**config.mk**
```make
export PLATFORM = sky130hd
export DESIGN_NAME = dcache_refill
export DESIGN_NICKNAME = d
export VERILOG_FILES = /design/src/rtl/dcache_refill.sv
export SDC_FILE = /design/constraint.sdc
export NUM_CORES = 1
export LEC_CHECK = 0
export ABC_AREA = 1
export BUFFER_PORTS_ARGS = -buffer_cell sky130_fd_sc_hd__clkbuf_2
export CORE_ASPECT_RATIO = 1.4
export CORE_UTILIZATION = 50
export CTS_CLUSTER_DIAMETER = 30
export DETAILED_ROUTE_END_ITERATION = 10
export GPL_TIMING_DRIVEN = 0
export MAX_ROUTING_LAYER = met4
export PLACE_DENSITY = 0.79
export SLEW_MARGIN = 30
export SYNTH_ARGS = -nofsm -noshare
export SYNTH_HDL_FRONTEND = slang
export SYNTH_SLANG_ARGS = --single-unit
```
**constraint.sdc**
```tcl
create_clock -name clk -period 3.25 [get_ports clk]
set_clock_uncertainty 0.1 [all_clocks]
set_input_delay 0.4875 -clock clk [delete_from_list [all_inputs] [get_ports clk]]
set_output_delay 0.4875 -clock clk [all_outputs]
set_load 0.01 [all_outputs]
```
**src/rtl/dcache_refill.sv**
```systemverilog
// Byte-serial responder for dcache loads/stores over a byte-wide RAM bus.
// Loads are assembled little-endian; every completed access is echoed on the fill port.
module dcache_refill #(
    parameter int ADDR_W = 32,
    parameter int MEM_AW = 17
) (
    input  logic              clk,
    input  logic              rst,
    input  logic              rdy,
    input  logic              req_i,
    input  logic              we_i,
    input  logic [ADDR_W-1:0] addr_i,
    input  logic [1:0]        nbyte_i,
    input  logic [31:0]       wdata_i,
    output logic              busy_o,
    output logic              done_o,
    output logic [31:0]       rdata_o,
    output logic [MEM_AW-1:0] mem_a_o,
    output logic              mem_wr_o,
    output logic [7:0]        mem_dout_o,
    input  logic [7:0]        mem_din_i,
    output logic              fill_we_o,
    output logic [ADDR_W-1:0] fill_addr_o,
    output logic [1:0]        fill_nbyte_o,
    output logic [31:0]       fill_data_o
);

    typedef enum logic [1:0] {
        ST_IDLE  = 2'd0,
        ST_LOAD  = 2'd1,
        ST_STORE = 2'd2,
        ST_DONE  = 2'd3
    } state_t;

    function automatic logic [2:0] nbyte_to_len(input logic [1:0] nb);
        logic [2:0] len;
        case (nb)
            2'b00:   len = 3'd1;
            2'b01:   len = 3'd2;
            default: len = 3'd4;
        endcase
        return len;
    endfunction

    function automatic logic [1:0] fill_size(input logic [1:0] nb);
        logic [1:0] sz;
        case (nb)
            2'b11:   sz = 2'b10;
            default: sz = nb;
        endcase
        return sz;
    endfunction

    state_t             state_r, state_s;
    logic [2:0]         k_r, k_s;
    logic [2:0]         len_r, len_s;
    logic [1:0]         nbyte_r, nbyte_s;
    logic [ADDR_W-1:0]  addr_r, addr_s;
    logic [31:0]        wdata_r, wdata_s;
    logic [31:0]        asm_r, asm_s;
    logic               busy_r, busy_s;
    logic               done_r, done_s;
    logic               fill_we_r, fill_we_s;
    logic [31:0]        rdata_r, rdata_s;
    logic [MEM_AW-1:0]  mem_a_r, mem_a_s;
    logic               mem_wr_r, mem_wr_s;
    logic [7:0]         mem_dout_r, mem_dout_s;
    logic [ADDR_W-1:0]  fill_addr_r, fill_addr_s;
    logic [1:0]         fill_nbyte_r, fill_nbyte_s;
    logic [31:0]        fill_data_r, fill_data_s;
    logic               last_slot_s;
    logic [1:0]         cap_idx_s;

    // Slot k_r drives address k_r-1 on the bus; the final slot (len+1) captures the last read byte.
    assign last_slot_s = (k_r == (len_r + 3'd1));
    assign cap_idx_s   = k_r[1:0] - 2'd2;

    // State register
    always_ff @(posedge clk or negedge rst) begin
        if (!rst) begin
            state_r <= ST_IDLE;
        end else if (rdy) begin
            state_r <= state_s;
        end else begin
            state_r <= state_r;
        end
    end

    // Next-state logic
    always_comb begin
        state_s = state_r;
        case (state_r)
            ST_IDLE: begin
                if (req_i) begin
                    state_s = we_i ? ST_STORE : ST_LOAD;
                end else begin
                    state_s = ST_IDLE;
                end
            end
            ST_LOAD, ST_STORE: begin
                if (last_slot_s) begin
                    state_s = ST_DONE;
                end else begin
                    state_s = state_r;
                end
            end
            ST_DONE: state_s = ST_IDLE;
            default: state_s = ST_IDLE;
        endcase
    end

    // Output and datapath next values
    always_comb begin
        k_s          = k_r;
        len_s        = len_r;
        nbyte_s      = nbyte_r;
        addr_s       = addr_r;
        wdata_s      = wdata_r;
        asm_s        = asm_r;
        busy_s       = busy_r;
        done_s       = 1'b0;
        fill_we_s    = 1'b0;
        rdata_s      = rdata_r;
        mem_a_s      = mem_a_r;
        mem_wr_s     = 1'b0;
        mem_dout_s   = mem_dout_r;
        fill_addr_s  = fill_addr_r;
        fill_nbyte_s = fill_nbyte_r;
        fill_data_s  = fill_data_r;
        case (state_r)
            ST_IDLE: begin
                if (req_i) begin
                    k_s     = 3'd0;
                    len_s   = nbyte_to_len(nbyte_i);
                    nbyte_s = fill_size(nbyte_i);
                    addr_s  = addr_i;
                    wdata_s = wdata_i;
                    asm_s   = 32'h0000_0000;
                    busy_s  = 1'b1;
                end else begin
                    busy_s  = 1'b0;
                end
            end
            ST_LOAD, ST_STORE: begin
                k_s = k_r + 3'd1;
                if (k_r < len_r) begin
                    mem_a_s    = addr_r[MEM_AW-1:0] + MEM_AW'(k_r);
                    mem_wr_s   = (state_r == ST_STORE);
                    mem_dout_s = wdata_r[{k_r[1:0], 3'b000} +: 8];
                end else begin
                    mem_wr_s   = 1'b0;
                end
                if ((state_r == ST_LOAD) && (k_r >= 3'd2)) begin
                    asm_s[{cap_idx_s, 3'b000} +: 8] = mem_din_i;
                end else begin
                    asm_s = asm_r;
                end
                if (last_slot_s) begin
                    done_s       = 1'b1;
                    fill_we_s    = 1'b1;
                    fill_addr_s  = addr_r;
                    fill_nbyte_s = nbyte_r;
                    if (state_r == ST_LOAD) begin
                        rdata_s     = asm_s;
                        fill_data_s = asm_s;
                    end else begin
                        rdata_s     = rdata_r;
                        fill_data_s = wdata_r;
                    end
                end else begin
                    done_s    = 1'b0;
                    fill_we_s = 1'b0;
                end
            end
            ST_DONE: begin
                busy_s = 1'b0;
            end
            default: begin
                busy_s = 1'b0;
            end
        endcase
    end

    // Datapath and registered outputs; rdy=0 freezes everything
    always_ff @(posedge clk or negedge rst) begin
        if (!rst) begin
            k_r          <= 3'd0;
            len_r        <= 3'd0;
            nbyte_r      <= 2'b00;
            addr_r       <= {ADDR_W{1'b0}};
            wdata_r      <= 32'h0000_0000;
            asm_r        <= 32'h0000_0000;
            busy_r       <= 1'b0;
            done_r       <= 1'b0;
            fill_we_r    <= 1'b0;
            rdata_r      <= 32'h0000_0000;
            mem_a_r      <= {MEM_AW{1'b0}};
            mem_wr_r     <= 1'b0;
            mem_dout_r   <= 8'h00;
            fill_addr_r  <= {ADDR_W{1'b0}};
            fill_nbyte_r <= 2'b00;
            fill_data_r  <= 32'h0000_0000;
        end else if (rdy) begin
            k_r          <= k_s;
            len_r        <= len_s;
            nbyte_r      <= nbyte_s;
            addr_r       <= addr_s;
            wdata_r      <= wdata_s;
            asm_r        <= asm_s;
            busy_r       <= busy_s;
            done_r       <= done_s;
            fill_we_r    <= fill_we_s;
            rdata_r      <= rdata_s;
            mem_a_r      <= mem_a_s;
            mem_wr_r     <= mem_wr_s;
            mem_dout_r   <= mem_dout_s;
            fill_addr_r  <= fill_addr_s;
            fill_nbyte_r <= fill_nbyte_s;
            fill_data_r  <= fill_data_s;
        end else begin
            k_r <= k_r;
        end
    end

    // Strobes are masked while stalled so the pulse lands on the first rdy=1 cycle
    assign busy_o       = busy_r;
    assign done_o       = done_r & rdy;
    assign fill_we_o    = fill_we_r & rdy;
    assign mem_wr_o     = mem_wr_r & rdy;
    assign rdata_o      = rdata_r;
    assign mem_a_o      = mem_a_r;
    assign mem_dout_o   = mem_dout_r;
    assign fill_addr_o  = fill_addr_r;
    assign fill_nbyte_o = fill_nbyte_r;
    assign fill_data_o  = fill_data_r;

endmodule

```
After elaboration in Yosys (flattened, before gate mapping):

Cells that the tools add are included.

* register bits after elaboration: 232
* latch bits: 0
* bits in writable memories: 0
* memory bits (read-only): 0
* input bits: 79
* output and inout port bits: 127
* logic and storage cells: 68
* memories kept: 0

* add/sub/neg operators: 5
* multiply operators: 0
* div/mod/pow operators: 0
* $lt $le $gt $ge: 2
* eq/ne operators: 8
* shift operators: 3
* mux-type cells: 19
* bitwise logic cells: 2
* reductions and logical operators: 13

Operator list (number)
* 32-bit two-way mux: 3
* 32-bit one-hot mux with 2 select lines: 1
* 32-bit bitwise mux: 1
* 8-bit by 7-bit variable shift with 32-bit output, first input constant: 1
* 32-bit by 6-bit variable part select with 8-bit output: 1
* 8-bit by 7-bit variable part select with 32-bit output: 1
* 17-bit by 3-bit adder with 17-bit output: 1
* 3-bit one-hot mux with 2 select lines: 2
* 3-bit AND reduction: 4
* 2-bit two-way mux: 4
* 5-bit negator with 7-bit output: 1
* 3-bit by 1-bit adder with 3-bit output, second input constant: 2
* 2-bit == test, second input constant: 3
* 2-bit one-hot mux with 3 select lines: 1
* 1-bit two-way mux: 5
* 2-bit by 1-bit == test with 1-bit output, second input constant: 2
* 2-bit zero test: 2
* 2-bit inequality test, second input constant: 2
* 2-bit AND reduction: 2
* 4-bit AND reduction: 1
* 2-bit nonzero test: 2
* 3-bit == test: 1
* 3-bit by 2-bit >= comparator with 1-bit output, second input constant: 1
* 3-bit less-than comparator: 1
* other kinds (6): 7

Longest topological paths before layout:

Gate-level depths: netlist of the first run.

* word-level depth: 6
* depth in mapped cells: 13
* depth with buffers taken out: 10

Least setup slack after synthesis of the first run:

Ideal clock, no wire load.

* kind: register to register
* start: register k_r[1]
* end: register asm_r[22]
* library setup time: 0.083 ns
* data arrival time: 2.181 ns
* required time: 3.067 ns
* path slack: 0.886 ns
* stages on the path, launching flop included: 10
* buffers on the path: 2
* period minus slack after synthesis: 2.364 ns
* cell sequence: dfrtp_1 > buf_2 > inv_1 > clkbuf_1 > ha_1 > nor2_1 > nand3_1 > o21ai_0 > nand2_1 > o21ai_0

* word-level cells in the longest chain between the ends: 6
* elaborated cells between the ends (all ways): 9
* classes of those cells: add/sub (2); order compare (1); shift (2); mux (3); reduce/logical (1)

RTL lines
* from (decl): line 55 `logic [2:0] k_r, k_s;`
* from (signal assigned): line 204 `k_r <= k_s;`
* from (signal assigned): line 221 `k_r <= k_r;`
* 2-bit subtractor: line 76 `assign cap_idx_s = k_r[1:0] - 2'd2;`
* 5-bit negator with 7-bit output: line 154 `asm_s[{cap_idx_s, 3'b000} +: 8] = mem_din_i;`
* 8-bit by 7-bit variable part select with 32-bit output / 8-bit by 7-bit variable shift with 32-bit output (equally long branches): line 154
* 32-bit bitwise mux: line 154
* 32-bit two-way mux *: line 153 `if ((state_r == ST_LOAD) && (k_r >= 3'd2)) begin`
* 32-bit one-hot mux with 2 select lines *: line 130 `case (state_r)`
* to (signal assigned): line 209 `asm_r <= asm_s;`
* to (decl): line 60 `logic [31:0] asm_r, asm_s;`

Mark *: on every way between the ends. The rest lies on a longest branch, timed or not.
A chain may end at the register's enable or synchronous reset.

Worst setup path after layout of the first run:

* start: register k_r[1]
* end: register fill_data_r[30], in the netlist fill_data_o[30]

* word-level cells in the longest chain between the ends: 6
* elaborated cells between the ends (all ways): 11
* classes of those cells: add/sub (2); order compare (1); eq/ne (1); shift (2); mux (3); reduce/logical (2)

RTL lines
* 2-bit subtractor: line 76
* 5-bit negator with 7-bit output: line 154
* 8-bit by 7-bit variable part select with 32-bit output / 8-bit by 7-bit variable shift with 32-bit output (equally long branches): line 154
* 32-bit bitwise mux: line 154
* 32-bit two-way mux: line 153
* 32-bit two-way mux: line 163 `if (state_r == ST_LOAD) begin`
* to (signal assigned): line 219 `fill_data_r <= fill_data_s;`
* to (decl): line 70 `logic [31:0] fill_data_r, fill_data_s;`

Several ways; a longest one is shown, not always the timed one.

==> impl_results.rst, run 1 <==
.. list-table::
   :header-rows: 1

   * - Metric
     - Value
   * - Result of the run
     - finished clean
   * - CTS tree
     - done
   * - Fraction of power consumed by sequential logic
     - 35.9%
   * - Antenna Cells
     - 0
   * - Share of the synthesized area in compound gates (AO/OA/AOI/OAI)
     - 8.13%
   * - Type of the setup path with the least slack
     - flip-flop to flip-flop
   * - Global-route wire length before repair
     - 51500 µm
   * - Max frequency
     - roughly 330 MHz
   * - Flop2flop setup slack
     - just under 0.2 ns
   * - Routed wire length
     - 32500 µm
   * - Final hold vios
     - 0
   * - Gate count after technology mapping
     - about 1400
   * - Final setup vio count
     - 0
   * - Number of buffers on the longest clock path
     - 3
   * - Proportion of layout cells with a drive suffix above 1
     - between 20% and 30%
   * - Total nets after synthesis
     - ~1500
   * - Combinational Power Share
     - between 30% and 40%
   * - Part of the total power dissipated in the clock network
     - between 20% and 30%
   * - Register clock-pin slew on the reported worst setup and hold paths
     - around 0.06 ns
   * - Synthesized-area fraction occupied by adder cells
     - under 10%
   * - First drt pass iteration count
     - 5
   * - Pre-CTS setup slack
     - roughly 0.23 ns
   * - Switch Pwr
     - 5.31 mW
   * - Clock latency of the later-clocked register in the worst-skew pair
     - ~0.52 ns
   * - Power per Cell Area
     - just under 1000 nW/µm²
   * - H-Tree Depth
     - 2
   * - WL/cell
     - between 15 and 20 µm
   * - Xor and xnor fraction of the mapped netlist area
     - 0.322%
   * - Buffers inserted by post-CTS timing repair
     - 0
   * - Start point of the worst min-delay path
     - addr_i[17]
   * - Maximum number of pins on one net before global-route repair
     - 84
   * - Final net count
     - ~1700
   * - Via total after detailed routing
     - between 10000 and 15000
   * - Total CTS buffers
     - 37
   * - Violation count after the first detailed-routing iteration
     - just under 800
   * - Worst min-delay path endpoint
     - addr_r[17]$_DFFE_PN0P_
   * - Top cell type by total area after synthesis
     - dfrtp_1
   * - Register bit total from synthesis
     - 231
   * - Largest family of logic cells by synthesized area
     - simple AND/OR/NAND/NOR gates
   * - Number of port buffers
     - 205
   * - Count of final max-slew check failures
     - 0
   * - Average size of a mapped cell
     - a little under 8 µm²
   * - Capture instance of the worst register-to-register path
     - fill_data_o[30]$_DFFE_PN0P_
   * - Number of remaining DRC errors
     - 0
   * - Multiplexer area fraction after synthesis
     - 0%
   * - Endpoint type of the worst setup path
     - flip-flop
   * - All-layer global routing usage
     - a little under a third
   * - Fin Hold WS
     - roughly 0.076 ns
   * - Area growth syn-to-layout
     - 24.8%
   * - Starting utilization of the core area
     - between 50% and 60%
   * - Post-DP HPWL
     - about 24000 µm
   * - Critical Path Fanout Max
     - 11
   * - Data required, critical path
     - roughly 3.6 ns
   * - Worst EP arrival
     - 3.36 ns
   * - Num ports
     - 206
   * - Min-Delay Path Class
     - input port to flip-flop
   * - Ys async rst share
     - 100%
   * - Floorplan die height
     - ~180 µm
   * - Final antenna-violating net count
     - 0
   * - Share of the cycle needed by the critical path after routing
     - around 94%
   * - Sequential-to-total area share from yosys stat
     - 53.1%
   * - Transition time at the pin with the least slew margin
     - 0.634 ns
   * - Depth of the most critical reg-to-reg path
     - 10
   * - Simple-gate share of the synthesized area
     - a little under 30%
   * - Horiz. Die Dim
     - between 100 and 150 µm
   * - TritonCTS sink count
     - roughly 230
   * - Per-cell via count in the routed design
     - between 5 and 6
   * - Post-synth cell types
     - 31
   * - Critical register-to-register path startpoint
     - k_r[1]$_DFFE_PN0P_
   * - Cell row count
     - 63
   * - Antenna violations before repair
     - 0
   * - Worst max-slew margin expressed relative to the limit
     - between 50% and 60%
   * - Post-synthesis instance area
     - 10900 µm²
   * - Via count of the first global-routing pass
     - approximately 10000
   * - Weighted congestion reported at the end of routability-driven placement
     - 0.938
   * - Max cap viols
     - 0
   * - Setup repair after global routing missed its margin
     - no
   * - Switching share of total power
     - between 30% and 40%
   * - Predominant post-synthesis flop cell
     - dfrtp_1
   * - WHS Path Cells
     - 3
   * - Post-layout worst setup margin
     - around 0.19 ns
   * - Number of enable-type register cells in the synthesized netlist
     - 0
   * - Int Pwr
     - between 8 and 9 mW
   * - Warnings from Yosys
     - 0
   * - Clk Tree Root Cell
     - clkbuf_16
   * - Min Tclk post-route
     - roughly 3.1 ns
   * - Leakage power figure
     - about 7.5 nW
   * - Type of element launching the critical path
     - flip-flop
   * - Die Area
     - about 22000 µm²
   * - Most area-consuming cells after synthesis
     - dfrtp_1, nand2_1, nand3_1, inv_1, o21ai_0
   * - Top-area cell type share of the netlist area
     - a little over half
   * - Peak supply drop
     - between 500 and 600 µV
   * - GRT Residual Overflow
     - 0
   * - Area of the placeable core
     - around 21000 µm²
## per-stage QoR
stage	instances	setup TNS [ns]	cell area, µm²	power [mW]	utilization (%)
2_1_floorplan	1380	0	10900	7.52	-
3_3_place_gp	1845	-685.20	12200	9.23	57.5
3_5_place_dp	1847	0	12300	9.36	57.8
4_1_cts	1916	0	13600	13.4	63.8
5_1_grt	1916	0	13600	14.2	63.8
6_report	1916	0	13600	13.4	63.8
## final cells by class
class	instances	area, µm²
fillers	1848	7710
inverters	122	458
flip-flops and latches	231	5780
well taps	260	325
repair buffers	208	1100
clock buffers	43	1010
clock inverters	25	258
plain buffers	67	338
multi-input cells	960	4300
## worst max-delay path by stage
stage	to	from	cells past startpoint
after global routing	fill_data_o[29]$_DFFE_PN0P_	k_r[1]$_DFFE_PN0P_	10
after floorplan	asm_r[22]$_DFFE_PN0P_	k_r[1]$_DFFE_PN0P_	9
after CTS	asm_r[22]$_DFFE_PN0P_	k_r[1]$_DFFE_PN0P_	9
final	fill_data_o[30]$_DFFE_PN0P_	k_r[1]$_DFFE_PN0P_	10
after global placement	rdata_o[6]$_DFFE_PN0P_	rst	1
after detailed placement	asm_r[22]$_DFFE_PN0P_	k_r[1]$_DFFE_PN0P_	9
## timing repair
| action | in CTS | in global routing |
|---|---|---|
| hold buffers | 1 | 0 |
| endpoints found under the hold margin | 72 | 0 |
| gates resized for setup | 0 | 1 |
| setup endpoints to repair | 0 | 3 |
## worst max-delay path: stages (launching register included)
cell      delay, ns
dfrtp_1        0.57
buf_2          0.29
inv_1          0.13
clkbuf_1       0.38
ha_1           0.22
clkbuf_1       0.33
nand3_1        0.40
nand2_1        0.20
nand3_1        0.10
nand3_1        0.15
nand2_1        0.06
## synthesized netlist by cell type, types with 3 or more instances
library cell,number
buf_4,7
dfrtp_1,231
nand2_1,569
nand3_2,3
buf_1,3
nor2_1,63
inv_1,118
buf_6,3
or2_2,7
nand3_1,124
o21ai_0,86
o21a_1,8
o22ai_1,16
ha_1,18
a21oi_1,29
a21oi_2,10
nand4_1,5
buf_2,30
clkbuf_1,24
nand3b_1,3
o21ai_1,8
## power by group through the flow
| stage | clock, mW | combinational [mW] | sequential (mW) |
|---|---|---|---|
| after floorplan | 0 | 2.70 | 4.82 |
| after global placement | 0 | 4.45 | 4.78 |
| after detailed placement | 0 | 4.56 | 4.80 |
| after CTS | 4.00 | 4.61 | 4.77 |
| after global routing | 4.13 | 5.18 | 4.89 |
| final | 3.96 | 4.61 | 4.79 |
## routing by layer
metal  up-vias  global-route usage (%)  routed length, µm  part of all wire (%)
li1       4855                       -                  -                     -
met1      4807                    34.7              12400                    38
met2       417                    52.0              16200                    50
met3       113                    5.06               2070                   6.4
met4         0                    17.4               1870                   5.7
met5         -                       -                  0                     0
## kinds of logic after synthesis
kind of cell | count (synthesis)
DFF | 231
adders and majority gates | 19
AOI/OAI and AO/OA | 160
buffers and inverters | 189
and+or+nand+nor | 777
xor gates and xnor gates | 4
## state kept, by name, indices dropped and copies added (netlist names)
register / cells
wdata_r: 32
fill_data_o: 32
mem_wr_r: 1
busy_o: 1
asm_r: 32
fill_nbyte_o: 2
mem_a_o: 17
mem_dout_o: 8
k_r: 3
nbyte_r: 1
fill_addr_o: 32
rdata_o: 32
fill_we_r: 1
len_r: 3
state_r: 2
addr_r: 32
## layout by cell type (no fill, tap or decap), types with 3 or more instances in the layout
cell	instances
nor2_1	62
ha_1	18
clkbuf_2	204
o21ai_1	8
nand3b_1	3
a21oi_2	10
buf_6	3
buf_1	3
clkbuf_16	39
or2_2	7
nand3_2	3
nand3_1	124
dfrtp_1	231
a21oi_1	29
buf_2	30
nand4_1	5
o21a_1	8
clkinv_2	5
buf_4	7
o21ai_0	86
inv_8	4
inv_1	118
inv_6	8
clkbuf_1	26
nand2_1	569
clkbuf_8	3
o22ai_1	16
clkinv_4	3
No activity file was read; power rests on OpenSTA's default activity.
==> run 2: changes to the inputs <==
Settings changed: CELL_PAD_IN_SITES_DETAIL_PLACEMENT set to 0, CELL_PAD_IN_SITES_GLOBAL_PLACEMENT set to 1, CORE_UTILIZATION 50 to 41, PLACE_DENSITY 0.79 to 0.86.
==> impl_results.rst, run 2 (synthesis results as in run 1) <==
.. list-table::
   :header-rows: 1

   * - Metric
     - Value
   * - Number of remaining DRC errors
     - 0 (unchanged)
   * - Final hold vios
     - 0 (unchanged)
   * - Met1 layer usage reported by global route
     - 29.7% (-5.0 points)
   * - Area of the placeable core
     - 26100 µm² (+23%)
   * - TritonCTS sink count
     - 231 (unchanged)
   * - Final net count
     - 1732 (+0.41%)
   * - Min-Delay Path Class
     - input port to flip-flop
   * - Violation count after the first detailed-routing iteration
     - 628 (-21%)
   * - CTS tree
     - done
   * - Min Tclk post-route
     - 3.04 ns (-0.0188 ns)
   * - Commonest non-fill, non-tap cell in the layout
     - nand2_1
   * - Met3 usage
     - 4.80% (-0.26 points)
   * - Peak supply drop
     - 644 µV (+17%)
   * - Num ports
     - 206 (unchanged)
   * - Start point of the worst min-delay path
     - addr_i[21]
   * - Flop2flop setup slack
     - 0.21 ns (+0.02 ns)
   * - Depth of the most critical reg-to-reg path
     - 10 (unchanged)
   * - Capture instance of the worst register-to-register path
     - fill_data_o[31]$_DFFE_PN0P_
   * - Maximum number of pins on one net before global-route repair
     - 74 (-12%)
   * - WHS Path Cells
     - 3 (unchanged)
   * - Share of the core filled with cells in the final layout
     - 53.5% (-10 points)
   * - Number of buffers on the longest clock path
     - 3 (unchanged)
   * - Proportion of layout cells with a drive suffix above 1
     - 20.9% (+0.56 points)
   * - Global-route wire length before repair
     - 54300 µm (+5.4%)
   * - Leakage power figure
     - 7.67 nW (+1.8%)
   * - Max cap viols
     - 0 (unchanged)
   * - Number of port buffers
     - 205 (unchanged)
   * - Register clock-pin slew on the reported worst setup and hold paths
     - 0.06 ns (about the same)
   * - Final antenna-violating net count
     - 0 (unchanged)
   * - Endpoint type of the worst setup path
     - flip-flop
   * - Worst min-delay path endpoint
     - addr_r[21]$_DFFE_PN0P_
   * - First drt pass iteration count
     - 5 (unchanged)
   * - Share of the cycle needed by the critical path after routing
     - 93.5% (-0.58 points)
   * - Setup TNS
     - 0 ns (unchanged)
   * - Power per Cell Area
     - 1010 nW/µm² (+2.6%)
   * - Setup repair after global routing missed its margin
     - no
   * - Per-cell via count in the routed design
     - 5.00 (-6.1%)
   * - Antenna Cells
     - 0 (unchanged)
   * - Final Power
     - 14.1 mW (+5.5%)
   * - Transition time at the pin with the least slew margin
     - 0.634 ns (+0.0000549 ns)
   * - H-Tree Depth
     - 2 (unchanged)
   * - Routed wire length
     - 34100 µm (+4.8%)
   * - Clock latency of the later-clocked register in the worst-skew pair
     - 0.55 ns (+0.03 ns)
   * - Worst EP arrival
     - 3.36 ns (about the same)
   * - Clk Tree Root Cell
     - clkbuf_16
   * - Weighted congestion reported at the end of routability-driven placement
     - 0.955 (+1.8%)
   * - Floorplan die height
     - 195 µm (+10%)
   * - Result of the run
     - finished clean
   * - Total CTS buffers
     - 43 (+16%)
   * - Via total after detailed routing
     - 9959 (-2.3%)
   * - Critical Path Fanout Max
     - 11 (unchanged)
   * - Starting utilization of the core area
     - 41.7% (-9.4 points)
   * - Type of element launching the critical path
     - flip-flop
   * - WL/cell
     - 17.1 µm (+0.78%)
   * - Via count of the first global-routing pass
     - 10037 (+0.54%)
   * - Global route hottest layer
     - met2
   * - Number of fillers in the final layout
     - 2524 (+37%)
   * - Critical register-to-register path startpoint
     - k_r[1]$_DFFE_PN0P_
   * - Cell row count
     - 70 (+11%)
   * - Leading cell types in the layout, fill and taps excluded
     - nand2_1, dfrtp_1, clkbuf_2
   * - Horiz. Die Dim
     - 140 µm (+10%)
   * - Final setup vio count
     - 0 (unchanged)
   * - Worst max-slew margin expressed relative to the limit
     - 57.7% (about the same)
   * - Post-DP HPWL
     - 25600 µm (+7.0%)
   * - Count of final max-slew check failures
     - 0 (unchanged)
   * - Die Area
     - 27200 µm² (+22%)
   * - Type of the setup path with the least slack
     - flip-flop to flip-flop
   * - GRT Residual Overflow
     - 0 (unchanged)
   * - Area growth syn-to-layout
     - 28.3%
   * - Max frequency
     - 329 MHz (+0.62%)
   * - Antenna violations before repair
     - 0 (unchanged)
   * - Met2 demand-to-capacity share in global routing
     - 46.3% (-5.7 points)
   * - Data required, critical path
     - 3.57 ns (+0.02 ns)
   * - All-layer global routing usage
     - 26.8% (-3.9 points)
-- run 2: cell types whose count changed in the layout (fill, tap and decap cells not counted), moves of 2 or more --
cell / change
bufinv_16: +4
clkbuf_16: +5
clkinv_4: +2
clkinv_8: +2
-- run 2: how the worst max path moves through the flow --
stage / start / end / slack (ns) / depth (start not counted)
floorplan: k_r[1]$_DFFE_PN0P_ / asm_r[22]$_DFFE_PN0P_ / 0.89 / 9
global placement: rst / fill_addr_o[1]$_DFFE_PN0P_ / -3.18 / 1
detailed placement: k_r[1]$_DFFE_PN0P_ / fill_data_o[15]$_DFFE_PN0P_ / 0.27 / 11
CTS: k_r[1]$_DFFE_PN0P_ / fill_data_o[15]$_DFFE_PN0P_ / 0.22 / 11
global route: k_r[1]$_DFFE_PN0P_ / fill_data_o[31]$_DFFE_PN0P_ / 0.02 / 10
finish: k_r[1]$_DFFE_PN0P_ / fill_data_o[31]$_DFFE_PN0P_ / 0.21 / 10
-- run 2: critical path: stages (launching register included) --
cell      delay [ns]
dfrtp_1         0.54
buf_2           0.28
inv_1           0.12
clkbuf_1        0.41
ha_1            0.23
clkbuf_1        0.34
nand3_1         0.39
nand2_1         0.20
nand3_1         0.11
nand3_1         0.13
nand2_1         0.05
-- run 2: layout make-up --
type | count | area (µm²) | share of cell area (%)
multi-input cells | 960 | 4300 | 30.8
clock buffers | 48 | 1130 | 8.07
plain buffers | 67 | 338 | 2.42
clock inverters | 32 | 415 | 2.98
well taps | 324 | 405 | 2.91
flip-flops and latches | 231 | 5780 | 41.4
repair buffers | 209 | 1130 | 8.08
inverters | 122 | 458 | 3.28
-- run 2: power by group --
group / internal, mW / total, mW / switching, mW
sequential: 3.99 / 4.79 / 0.807
clock: 3.05 / 4.71 / 1.67
combinational: 1.61 / 4.60 / 2.99
total: 8.64 / 14.1 / 5.46
-- run 2: metal layers --
layer	share of wire (%)	vias up
li1	-	4877
met1	39	4644
met2	51	341
met3	5.6	97
met4	4.8	0
met5	0	-
-- run 2: per-stage QoR --
stage               area [µm²]  cells  hold slack [ns]  worst slack, ns
global placement         12300   1909            0.349            -3.18
CTS                      14000   1993           0.0128            0.224
detailed placement       12400   1912            0.355            0.273
finish                   14000   1993           0.0271            0.212
floorplan                10900   1380           0.0919            0.886
global route             14000   1993           0.0328           0.0180
-- run 2: timing repair --
| item | in CTS | in global routing |
|---|---|---|
| setup endpoints to repair | 0 | 3 |
| gates resized for setup | 0 | 1 |
| setup buffers | 0 | 0 |
| hold endpoints to repair | 72 | 0 |
| hold buffers | 1 | 0 |
==> run 3: changes to the inputs <==
Settings changed: CELL_PAD_IN_SITES_DETAIL_PLACEMENT 0 to not set, CELL_PAD_IN_SITES_GLOBAL_PLACEMENT 1 to not set, CORE_UTILIZATION 41 to 50, CTS_CLUSTER_DIAMETER 30 to not set, PLACE_DENSITY 0.86 to 0.79.
==> impl_results.rst, run 3 (synthesis results as in run 1) <==
.. list-table::
   :header-rows: 1

   * - Metric
     - Value
   * - Result of the run
     - finished clean
   * - Weighted congestion reported at the end of routability-driven placement
     - 0.938 (-1.8%)
   * - Placed Instance Area
     - 12300 µm² (-0.87%)
   * - Setup repair after global routing missed its margin
     - no
   * - Share of the core filled with cells in the final layout
     - 61.3% (+7.9 points)
   * - Post-DP HPWL
     - 23900 µm (-6.5%)
   * - Die Area
     - 22400 µm² (-18%)
   * - Area growth syn-to-layout
     - 20.0%
   * - Min-Delay Path Class
     - input port to flip-flop
   * - Fin Hold WS
     - 0.0830 ns (+0.0559 ns)
   * - Type of the setup path with the least slack
     - flip-flop to flip-flop
   * - Leading cell types in the layout, fill and taps excluded
     - nand2_1, dfrtp_1, clkbuf_2
   * - Violation count after the first detailed-routing iteration
     - 666 (+6.1%)
   * - Setup TNS
     - 0 ns (unchanged)
   * - Post-layout worst setup margin
     - 0.219 ns (+0.00680 ns)
   * - Global-route wire length before repair
     - 50300 µm (-7.4%)
   * - Start point of the worst min-delay path
     - wdata_i[27]
   * - Peak supply drop
     - 568 µV (-12%)
   * - Register clock-pin slew on the reported worst setup and hold paths
     - 0.06 ns (about the same)
   * - Clk Tree Root Cell
     - clkbuf_16
   * - Final Power
     - 12.1 mW (-14%)
   * - Routed wire length
     - 32200 µm (-5.6%)
   * - Data required, critical path
     - 3.54 ns (-0.03 ns)
   * - Cell row count
     - 63 (-10%)
   * - WL/cell
     - 17.1 µm (-0.22%)
   * - Antenna Cells
     - 0 (unchanged)
   * - Starting utilization of the core area
     - 51.1% (+9.4 points)
   * - Number of port buffers
     - 205 (unchanged)
   * - Max frequency
     - 330 MHz (+0.22%)
   * - Flop2flop setup slack
     - 0.22 ns (about the same)
   * - Pre-CTS setup slack
     - 0.235 ns (-0.0380 ns)
   * - Floorplan die height
     - 177 µm (-9.3%)
   * - Final Instance Count excl. Fillers
     - 1885 (-5.4%)
   * - Capture instance of the worst register-to-register path
     - fill_data_o[24]$_DFFE_PN0P_
   * - Area of the multi-input gates
     - 4300 µm² (unchanged)
   * - Type of element launching the critical path
     - flip-flop
   * - Depth of the most critical reg-to-reg path
     - 10 (unchanged)
   * - Transition time at the pin with the least slew margin
     - 0.647 ns (+0.0127 ns)
   * - All-layer global routing usage
     - 30.0% (+3.2 points)
   * - Via count of the first global-routing pass
     - 9789 (-2.5%)
   * - Count of final max-slew check failures
     - 0 (unchanged)
   * - GRT Residual Overflow
     - 0 (unchanged)
   * - Worst max-slew margin expressed relative to the limit
     - 56.9% (-0.85 points)
   * - Critical Path Fanout Max
     - 11 (unchanged)
   * - Maximum number of pins on one net before global-route repair
     - 84 (+14%)
   * - Antenna violations before repair
     - 0 (unchanged)
   * - Share of the cycle needed by the critical path after routing
     - 93.3% (-0.21 points)
   * - Horiz. Die Dim
     - 127 µm (-9.3%)
   * - Final net count
     - 1711 (-1.2%)
   * - Commonest non-fill, non-tap cell in the layout
     - nand2_1
   * - H-Tree Depth
     - 1 (-1)
   * - Number of remaining DRC errors
     - 0 (unchanged)
   * - Leakage power figure
     - 7.28 nW (-5.1%)
   * - Via total after detailed routing
     - 10039 (+0.80%)
   * - Endpoint type of the worst setup path
     - flip-flop
   * - First drt pass iteration count
     - 5 (unchanged)
   * - Post-route standard cell area excluding fillers
     - 13100 µm² (-6.5%)
   * - Final antenna-violating net count
     - 0 (unchanged)
   * - Crit path launch
     - k_r[1]$_DFFE_PN0P_
   * - Per-cell via count in the routed design
     - 5.33 (+6.6%)
   * - Clock latency of the later-clocked register in the worst-skew pair
     - 0.51 ns (-0.04 ns)
   * - Max cap viols
     - 0 (unchanged)
   * - Num ports
     - 206 (unchanged)
   * - Sequential cell area
     - 5780 µm² (unchanged)
   * - Final setup vio count
     - 0 (unchanged)
   * - Min Tclk post-route
     - 3.03 ns (-0.00680 ns)
   * - Number of buffers on the longest clock path
     - 3 (unchanged)
   * - Critical path endpoint
     - fill_data_o[24]$_DFFE_PN0P_
   * - Total CTS buffers
     - 23 (-47%)
   * - Final hold vios
     - 0 (unchanged)
   * - Critical register-to-register path startpoint
     - k_r[1]$_DFFE_PN0P_
   * - Number of fillers in the final layout
     - 1915 (-24%)
   * - Proportion of layout cells with a drive suffix above 1
     - 18.8% (-2.1 points)
   * - Placed cells
     - 1847 (-3.4%)
   * - Power per Cell Area
     - 927 nW/µm² (-8.3%)
   * - TritonCTS sink count
     - 231 (unchanged)
   * - Worst EP arrival
     - 3.33 ns (-0.03 ns)
   * - CTS tree
     - done
   * - Area of the placeable core
     - 21300 µm² (-18%)
==> run 3: cell type report <==
class,instances,share of cell area (%)
sequential,231,44.3
multi-input combinational,960,33.0
timing repair buffer,208,8.43
clock buffer,29,4.81
inverter,122,3.51
buffer,67,2.59
tap,260,2.49
clock inverter,8,0.911
==> run 3: worst max-delay path, cell delays in order, from the launching register on <==
cell and delay (ns):
dfrtp_1 0.57, buf_2 0.29, inv_1 0.13, clkbuf_1 0.39
ha_1 0.22, clkbuf_1 0.33, nand3_1 0.40, nand2_1 0.21
nand3_1 0.12, nand3_1 0.12, nand2_1 0.06
==> run 3: power breakdown <==
group / internal, mW / switching (mW) / total [mW] / leakage, nW
Sequential: 3.98 / 0.807 / 4.79 / 2.95
Combinational: 1.61 / 3.00 / 4.62 / 3.96
Clock: 1.60 / 1.10 / 2.69 / 0.371
==> run 3: per-layer routing <==
metal	share of wire, %	GRT usage (%)	vias up
met5	0	-	-
met3	5.7	4.48	94
met4	5.1	15.2	0
met2	51	52.2	371
met1	38	33.5	4768
li1	-	-	4806
==> run 3: repair_timing <==
| item | CTS | global route |
|---|---|---|
| setup endpoints to repair | 0 | 2 |
| buffers inserted | 0 | 0 |
| hold endpoints to repair | 72 | 0 |
| hold buffers | 1 | 0 |
| resized for setup | 0 | 1 |
==> run 3: how the worst min path moves through the flow <==
| stage | to | slack (ns) | depth (start not counted) |
|---|---|---|---|
| after floorplan | addr_r[0]$_DFFE_PN0P_ | 0.09 | 0 |
| final | wdata_r[27]$_DFFE_PN0P_ | 0.08 | 3 |
| after CTS | addr_r[6]$_DFFE_PN0P_ | 0.07 | 3 |
| after global placement | fill_addr_o[17]$_DFFE_PN0P_ | 0.35 | 2 |
| after global routing | addr_r[19]$_DFFE_PN0P_ | 0.08 | 3 |
| after detailed placement | fill_addr_o[29]$_DFFE_PN0P_ | 0.36 | 2 |
